`src/rtl/bus_arbiter.sv`:
```
// Registered bus arbiter: one-hot grant, registered data mux, fixed or round-robin priority.
// Optional forced-release hold timer is compiled in with `define BUS_TIMEOUT_EN.
module bus_arbiter #(
  parameter int WIDTH    = 16,
  parameter int CHANNELS = 5,
  parameter int MODE     = 0,
  parameter int TIMEOUT  = 255
) (
  input  logic                      clk,
  input  logic                      rst,
  input  logic [CHANNELS-1:0]       req,
  input  logic [CHANNELS*WIDTH-1:0] data_in,
  output logic [CHANNELS-1:0]       grant,
  output logic [WIDTH-1:0]          out,
  output logic                      out_valid,
  output logic [3:0]                owner,
  output logic                      timeout
);

  if ((CHANNELS < 2) || (CHANNELS > 16) || (TIMEOUT < 1) || (MODE < 0) || (MODE > 1)) begin : g_param_check
    $error("bus_arbiter: illegal parameter combination");
  end

  typedef enum logic [0:0] {
    IDLE  = 1'b0,
    OWNED = 1'b1
  } state_t;

  state_t                state_q, state_d;
  logic [CHANNELS-1:0]   grant_q, grant_d;
  logic [3:0]            owner_q, owner_d;
  logic [3:0]            ptr_q, ptr_d;
  logic [WIDTH-1:0]      out_q, out_d;
  logic                  out_valid_q, out_valid_d;
  logic                  timeout_q, timeout_d;

  logic                  owner_req_s;
  logic                  force_s;
  logic                  arb_s;
  logic [CHANNELS-1:0]   elig_s;
  logic                  win_found_s;
  logic [3:0]            win_idx_s;

  // grant_q is one-hot of the owner while OWNED, so it doubles as the owner mask
  assign owner_req_s = |(req & grant_q);

`ifdef BUS_TIMEOUT_EN
  localparam int CW = (TIMEOUT < 2) ? 1 : $clog2(TIMEOUT);
  logic [CW-1:0] hold_q, hold_d;

  assign force_s = (state_q == OWNED) && owner_req_s && (hold_q == CW'(TIMEOUT - 1));
`else
  assign force_s = 1'b0;
`endif

  assign arb_s  = (state_q == IDLE) || !owner_req_s || force_s;
  assign elig_s = force_s ? (req & ~grant_q) : req;

  // Winner search: lowest index, or nearest index after the pointer in round-robin order
  always_comb begin
    int best_v;
    int dist_v;
    win_found_s = 1'b0;
    win_idx_s   = 4'd0;
    best_v      = CHANNELS;
    dist_v      = 0;
    if (MODE == 1) begin
      for (int i = 0; i < CHANNELS; i++) begin
        dist_v = (i + 2 * CHANNELS - int'(ptr_q) - 1) % CHANNELS;
        if (elig_s[i] && (dist_v < best_v)) begin
          best_v      = dist_v;
          win_found_s = 1'b1;
          win_idx_s   = 4'(i);
        end else begin
          best_v = best_v;
        end
      end
    end else begin
      for (int i = CHANNELS - 1; i >= 0; i--) begin
        if (elig_s[i]) begin
          win_found_s = 1'b1;
          win_idx_s   = 4'(i);
        end else begin
          win_found_s = win_found_s;
        end
      end
    end
  end

  // Next-state, grant hand-over and registered data mux
  always_comb begin
    state_d     = state_q;
    grant_d     = grant_q;
    owner_d     = owner_q;
    ptr_d       = ptr_q;
    timeout_d   = force_s;
    out_valid_d = |grant_q;
    out_d       = {WIDTH{1'b0}};
`ifdef BUS_TIMEOUT_EN
    hold_d      = hold_q;
`endif
    for (int i = 0; i < CHANNELS; i++) begin
      out_d = out_d | ({WIDTH{grant_q[i]}} & data_in[i*WIDTH +: WIDTH]);
    end
    if (arb_s) begin
      if (win_found_s) begin
        state_d = OWNED;
        grant_d = {{(CHANNELS-1){1'b0}}, 1'b1} << win_idx_s;
        owner_d = win_idx_s;
        ptr_d   = (MODE == 1) ? win_idx_s : ptr_q;
      end else begin
        state_d = IDLE;
        grant_d = {CHANNELS{1'b0}};
        owner_d = 4'd0;
      end
`ifdef BUS_TIMEOUT_EN
      hold_d = {CW{1'b0}};
`endif
    end else begin
`ifdef BUS_TIMEOUT_EN
      hold_d = hold_q + {{(CW-1){1'b0}}, 1'b1};
`endif
      state_d = state_q;
    end
  end

  // State and output registers with synchronous reset
  always_ff @(posedge clk) begin
    if (rst) begin
      state_q     <= IDLE;
      grant_q     <= {CHANNELS{1'b0}};
      owner_q     <= 4'd0;
      ptr_q       <= 4'(CHANNELS - 1);
      out_q       <= {WIDTH{1'b0}};
      out_valid_q <= 1'b0;
      timeout_q   <= 1'b0;
    end else begin
      state_q     <= state_d;
      grant_q     <= grant_d;
      owner_q     <= owner_d;
      ptr_q       <= ptr_d;
      out_q       <= out_d;
      out_valid_q <= out_valid_d;
      timeout_q   <= timeout_d;
    end
  end

`ifdef BUS_TIMEOUT_EN
  // Hold timer for the current owner
  always_ff @(posedge clk) begin
    if (rst) begin
      hold_q <= {CW{1'b0}};
    end else begin
      hold_q <= hold_d;
    end
  end
`endif

  assign grant     = grant_q;
  assign owner     = owner_q;
  assign out       = out_q;
  assign out_valid = out_valid_q;
  assign timeout   = timeout_q;

endmodule
```
`config.mk`:
```
export PLATFORM = sky130hd
export DESIGN_NAME = bus_arbiter
export DESIGN_NICKNAME = d
export VERILOG_FILES = /design/src/rtl/bus_arbiter.sv
export SDC_FILE = /design/constraint.sdc
export NUM_CORES = 1
export LEC_CHECK = 0
export ABC_CLOCK_PERIOD_IN_PS = 1700
export CORE_ASPECT_RATIO = 0.8
export CORE_MARGIN = 5
export CORE_UTILIZATION = 34
export DETAILED_ROUTE_END_ITERATION = 6
export GPL_TIMING_DRIVEN = 0
export PLACE_DENSITY_LB_ADDON = 0.1
export REMOVE_ABC_BUFFERS = 1
export SYNTH_ARGS = -nofsm -noshare
export SYNTH_HDL_FRONTEND = slang
export SYNTH_SLANG_ARGS = --single-unit
```
`constraint.sdc`:
```
create_clock -name clk -period 1.7 [get_ports clk]
set_input_delay 0.17 -clock clk [delete_from_list [all_inputs] [get_ports clk]]
set_output_delay 0.17 -clock clk [all_outputs]
set_load 0.01 [all_outputs]
```
==> Word-level counts from Yosys, hierarchy flattened <==
Index checks and enable logic that the tools add are counted.
{ "totals": {"reg_bits": 27, "output_inout_bits": 27, "word_cells": 34} }
{ "op_classes": {"n_shift": 1, "muxes": 13, "bitwise_logic": 11, "n_reduce_logical": 4} }
{ "ops": {"columns": ["cell", "n"], "rows": [
  ["$and A16 B16 Y16", 5],
  ["$or A16 B16 Y16", 4],
  ["$mux W4", 3],
  ["$reduce_or A5 Y1", 2],
  ["$mux W3", 3],
  ["$mux W1", 6],
  ["$and A5 B5 Y5", 1],
  ["$mux W5", 1],
  ["$shl A1 B4 Y5 const A", 1],
  ["$logic_not A1 Y1", 1],
  ["$logic_or A1 B1 Y1", 1],
  ["$not A1 Y1", 1]
]} }

==> Longest topological paths before layout <==
{ "depth": {"depth_word": 7, "ltp_mapped": 5, "depth_no_buf": 3} }

==> Worst setup path before layout <==
OpenSTA, ideal clock, no wires.
{ "synth_timing": {"path_kind": "flip-flop to flip-flop", "from": "register grant_q[3] (netlist: grant[3])", "to": "register grant_q[2] (netlist: grant[2])", "setup_time_ps": 117, "arrival_time_ps": 1095, "slack_ps": 488, "path_stages_with_launch": 5, "path_buffers": 1, "synth_period_minus_slack_ps": 1212, "path_cell_list": "dfxtp_1 > buf_2 > a22oi_4 > a311oi_4 > a22o_1"} }
{ "synth_between": {"elab_chain_cells": 4} }
{ "synth_rtl": {"columns": ["item", "line", "text"], "rows": [
  ["start, declared", "30", "logic [CHANNELS-1:0] grant_q, grant_d;"],
  ["start signal, assigned", "131", "grant_q <= {CHANNELS{1'b0}};"],
  ["start signal, assigned", "139", "grant_q <= grant_d;"],
  ["$and A5 B5 Y5", "45", "assign owner_req_s = |(req & grant_q);"],
  ["$reduce_or A5 Y1", "45", null],
  ["$logic_not A1 Y1", "56", "assign arb_s = (state_q == IDLE) || !owner_req_s || force_s;"],
  ["$logic_or A1 B1 Y1", "56", null]
]} }
Every way passes these cells.
A chain may end at the register's enable or synchronous reset.

==> Final worst setup path <==
{ "layout_timing": {"from": "register grant_q[2] (netlist: grant[2])", "to": "output grant[2]"} }
{ "layout_rtl": {"columns": ["item", "line", "text"], "rows": [
  ["end, declared", "13", "output logic [CHANNELS-1:0] grant,"]
]} }
No word-level cell between the ends.

==> metrics <==
CTS tree=built; CP peak stage delay=just under 0.6 ns; share of the yosys chip area belonging to registers=0.3977; drt pass-1 iters=5; Yosys warnings=0; dominant cell by count in the synthesized netlist=dfxtp_1; met2 routed WL=~2500 um; synth top area cells=dfxtp_1, a222oi_1, a22oi_1; DR top layer=met3; Routed WL per cell=18.12 um; final antenna-violating net count=0; area of the mapped netlist=1309 um2; Leak=slightly below 0.9 nW; die area=5198 um2; status=completed; Post-synth EDFFs=0; FFs w/ async S/R, synth=0; core footprint=3754 um2; WL final=between 4000 and 5000 um; top cell type's share of synthesized area=0.3977; nets@finish=roughly 320; worst skew pair latency=0.27 ns; min cycle time layout=between 1.5 and 2 ns; CP Capture Type=output port; Clock Sink Count=26; gp weighted congestion=between 0.7 and 0.8; Port Buffers=111; final hold violation count=0; n_diodes=0; Setup TNS=0 ns; clock skew=0.003659 ns; layout cell share with drive strength beyond 1=0.06167; VDD IR max=394.0 uV; met3 WL=~450 um; Num CTS Buffers=3; max-cap viol count=0; Die Span Y=65.49 um; top cells by count, synth=dfxtp_1, a21oi_1, a222oi_1, a22oi_1, buf_2; Setup violations, final=0; clk root buf=clkbuf_8; Clk pin slew, worst setup/hold paths=0.09 ns; Overflow after GRT=0; Tot Pwr=between 1.5 and 2 mW; post-synth top area cell=dfxtp_1; first-pass GRT wire length=about 7600 um; initial core utilization=0.3487; Via Count=1496; Critical Path Fanout Max=20; WP buf/inv=1; pin count of the biggest net entering global routing=28; fmax=~640 MHz; slew at the pin closest to its max-slew limit=0.9952 ns; Gate Count Post-Synth=128; part of the cycle the worst path needs=0.9149; Worst slew margin=0.3365; Worst Path Required=1.53 ns; die width=~79 um; crit path launch type=flop; Hold WC Path Type=reg2reg; PD cells=651.4 nW/um2; GR Util All Layers=0.1826; DRC Markers=0; Max Root-Sink Buffers=2; antenna violations before repair=0; FF+latch count, synth=26; unrepaired setup endpoints after global routing=no; row cnt=20; DRT iter0 DRCs=between 100 and 150; hold_buf cts=0; synth unique cells=31; delay-heaviest family, CP=buffers and inverters; Slew Viols, Final=0; crit-path cells=clkdlybuf4s50_1; vias in the first global route=1530; Post-CTS Setup Bufs=0; slowest stage cell on the critical path=clkdlybuf4s50_1; syn avg cell area=approximately 10 um2; hpwl dp=3680 um; Critical Path AT=~1.4 ns; Synth Flop Type=dfxtp_1; Via density=around 5.5; H-tree levels=1; Top Ports=114; Met1 Wirelength=1980 um; WS Path Type=reg2out; area delta synth->final=86.33%
-- routing by layer --
| layer | track usage | up-vias |
|---|---|---|
| li1 | - | 722 |
| met1 | 0.2301 | 700 |
| met2 | 0.3277 | 74 |
| met3 | 0.05479 | 0 |
| met4 | 0 | 0 |
| met5 | 0 | - |
-- final timing paths --
path,from,to,slack (ns),cells after the start
setup / recovery,grant[2],grant[2],0.14,1
hold / removal,owner[2],owner[2],0.49,1
setup reg to reg,grant[1],grant[3],0.39,3
hold reg to reg,owner[2],owner[2],0.49,1
-- power breakdown --
| group | switching (mW) | internal (mW) | leakage (nW) | total [mW] |
|---|---|---|---|---|
| Clock | 0.189 | 0.315 | 0.0357 | 0.504 |
| Sequential | 0.0431 | 0.641 | 0.217 | 0.684 |
| Combinational | 0.120 | 0.280 | 0.611 | 0.400 |
-- cell families after synthesis --
group | share of synthesized area
compound gates | 0.3958
buf+inv | 0.1042
flops | 0.3977
mux | 0.007648
other cells | 0.002865
simple gates | 0.09177
-- final cells by class --
type	count	area [um2]
clock buffers	3	41.29
fillers	307	1315
repair buffers	111	1110
clock inverters	1	30.03
inverters	2	7.507
flip-flops and latches	26	539.3
multi-input cells	84	655.6
well taps	44	55.05
-- flip-flops by register name, indices dropped and copies added, names as in the netlist --
signal / count
state_q: 1
out_valid: 1
grant: 5
out: 16
owner: 3
-- stage by stage --
stage                     setup slack [ns]  cell area [um2]  instances  utilization  hold slack [ns]
after floorplan                     0.2331             1184        112            -           0.2391
after global placement             -0.3932             2350        267       0.6260           0.4520
after detailed placement           -0.3897             2350        267       0.6260           0.4708
after CTS                         0.001912             2431        271       0.6477           0.4919
after global routing               0.08722             2439        271       0.6497           0.4953
final                               0.1447             2439        271       0.6497           0.4884
-- placed cells by master, fill, tap and decap left out --
master / synthesis / final
nor3_1: 1 / 1
or4b_1: 1 / 1
dfxtp_1: 26 / 21
dfxtp_4: 0 / 5
a22o_1: 3 / 3
dlygate4sd2_1: 0 / 1
conb_1: 1 / 2
a211o_1: 1 / 1
nor2_1: 4 / 4
a32o_1: 1 / 1
mux2i_1: 1 / 1
nand3_2: 1 / 1
nand4b_1: 1 / 1
a222oi_1: 16 / 16
nor4b_1: 2 / 2
o31a_1: 1 / 1
nand2b_1: 2 / 2
clkdlybuf4s50_1: 0 / 110
a21oi_1: 18 / 18
inv_1: 2 / 2
nand2_4: 1 / 1
nand2_1: 3 / 3
nand4_1: 1 / 1
a22oi_4: 2 / 2
nor4_1: 2 / 2
a22oi_1: 16 / 16
a311oi_4: 1 / 1
clkbuf_8: 2 / 3
o2bb2ai_1: 2 / 2
bufinv_16: 0 / 1
a21o_1: 1 / 1
-- timing repair --
item	4_1_cts	5_1_grt
setup endpoints to repair	13	3
endpoints found under the hold margin	0	0
gates resized for setup	8	3
pin swaps	0	0
Note: power is estimated with default switching activity, not from simulation.
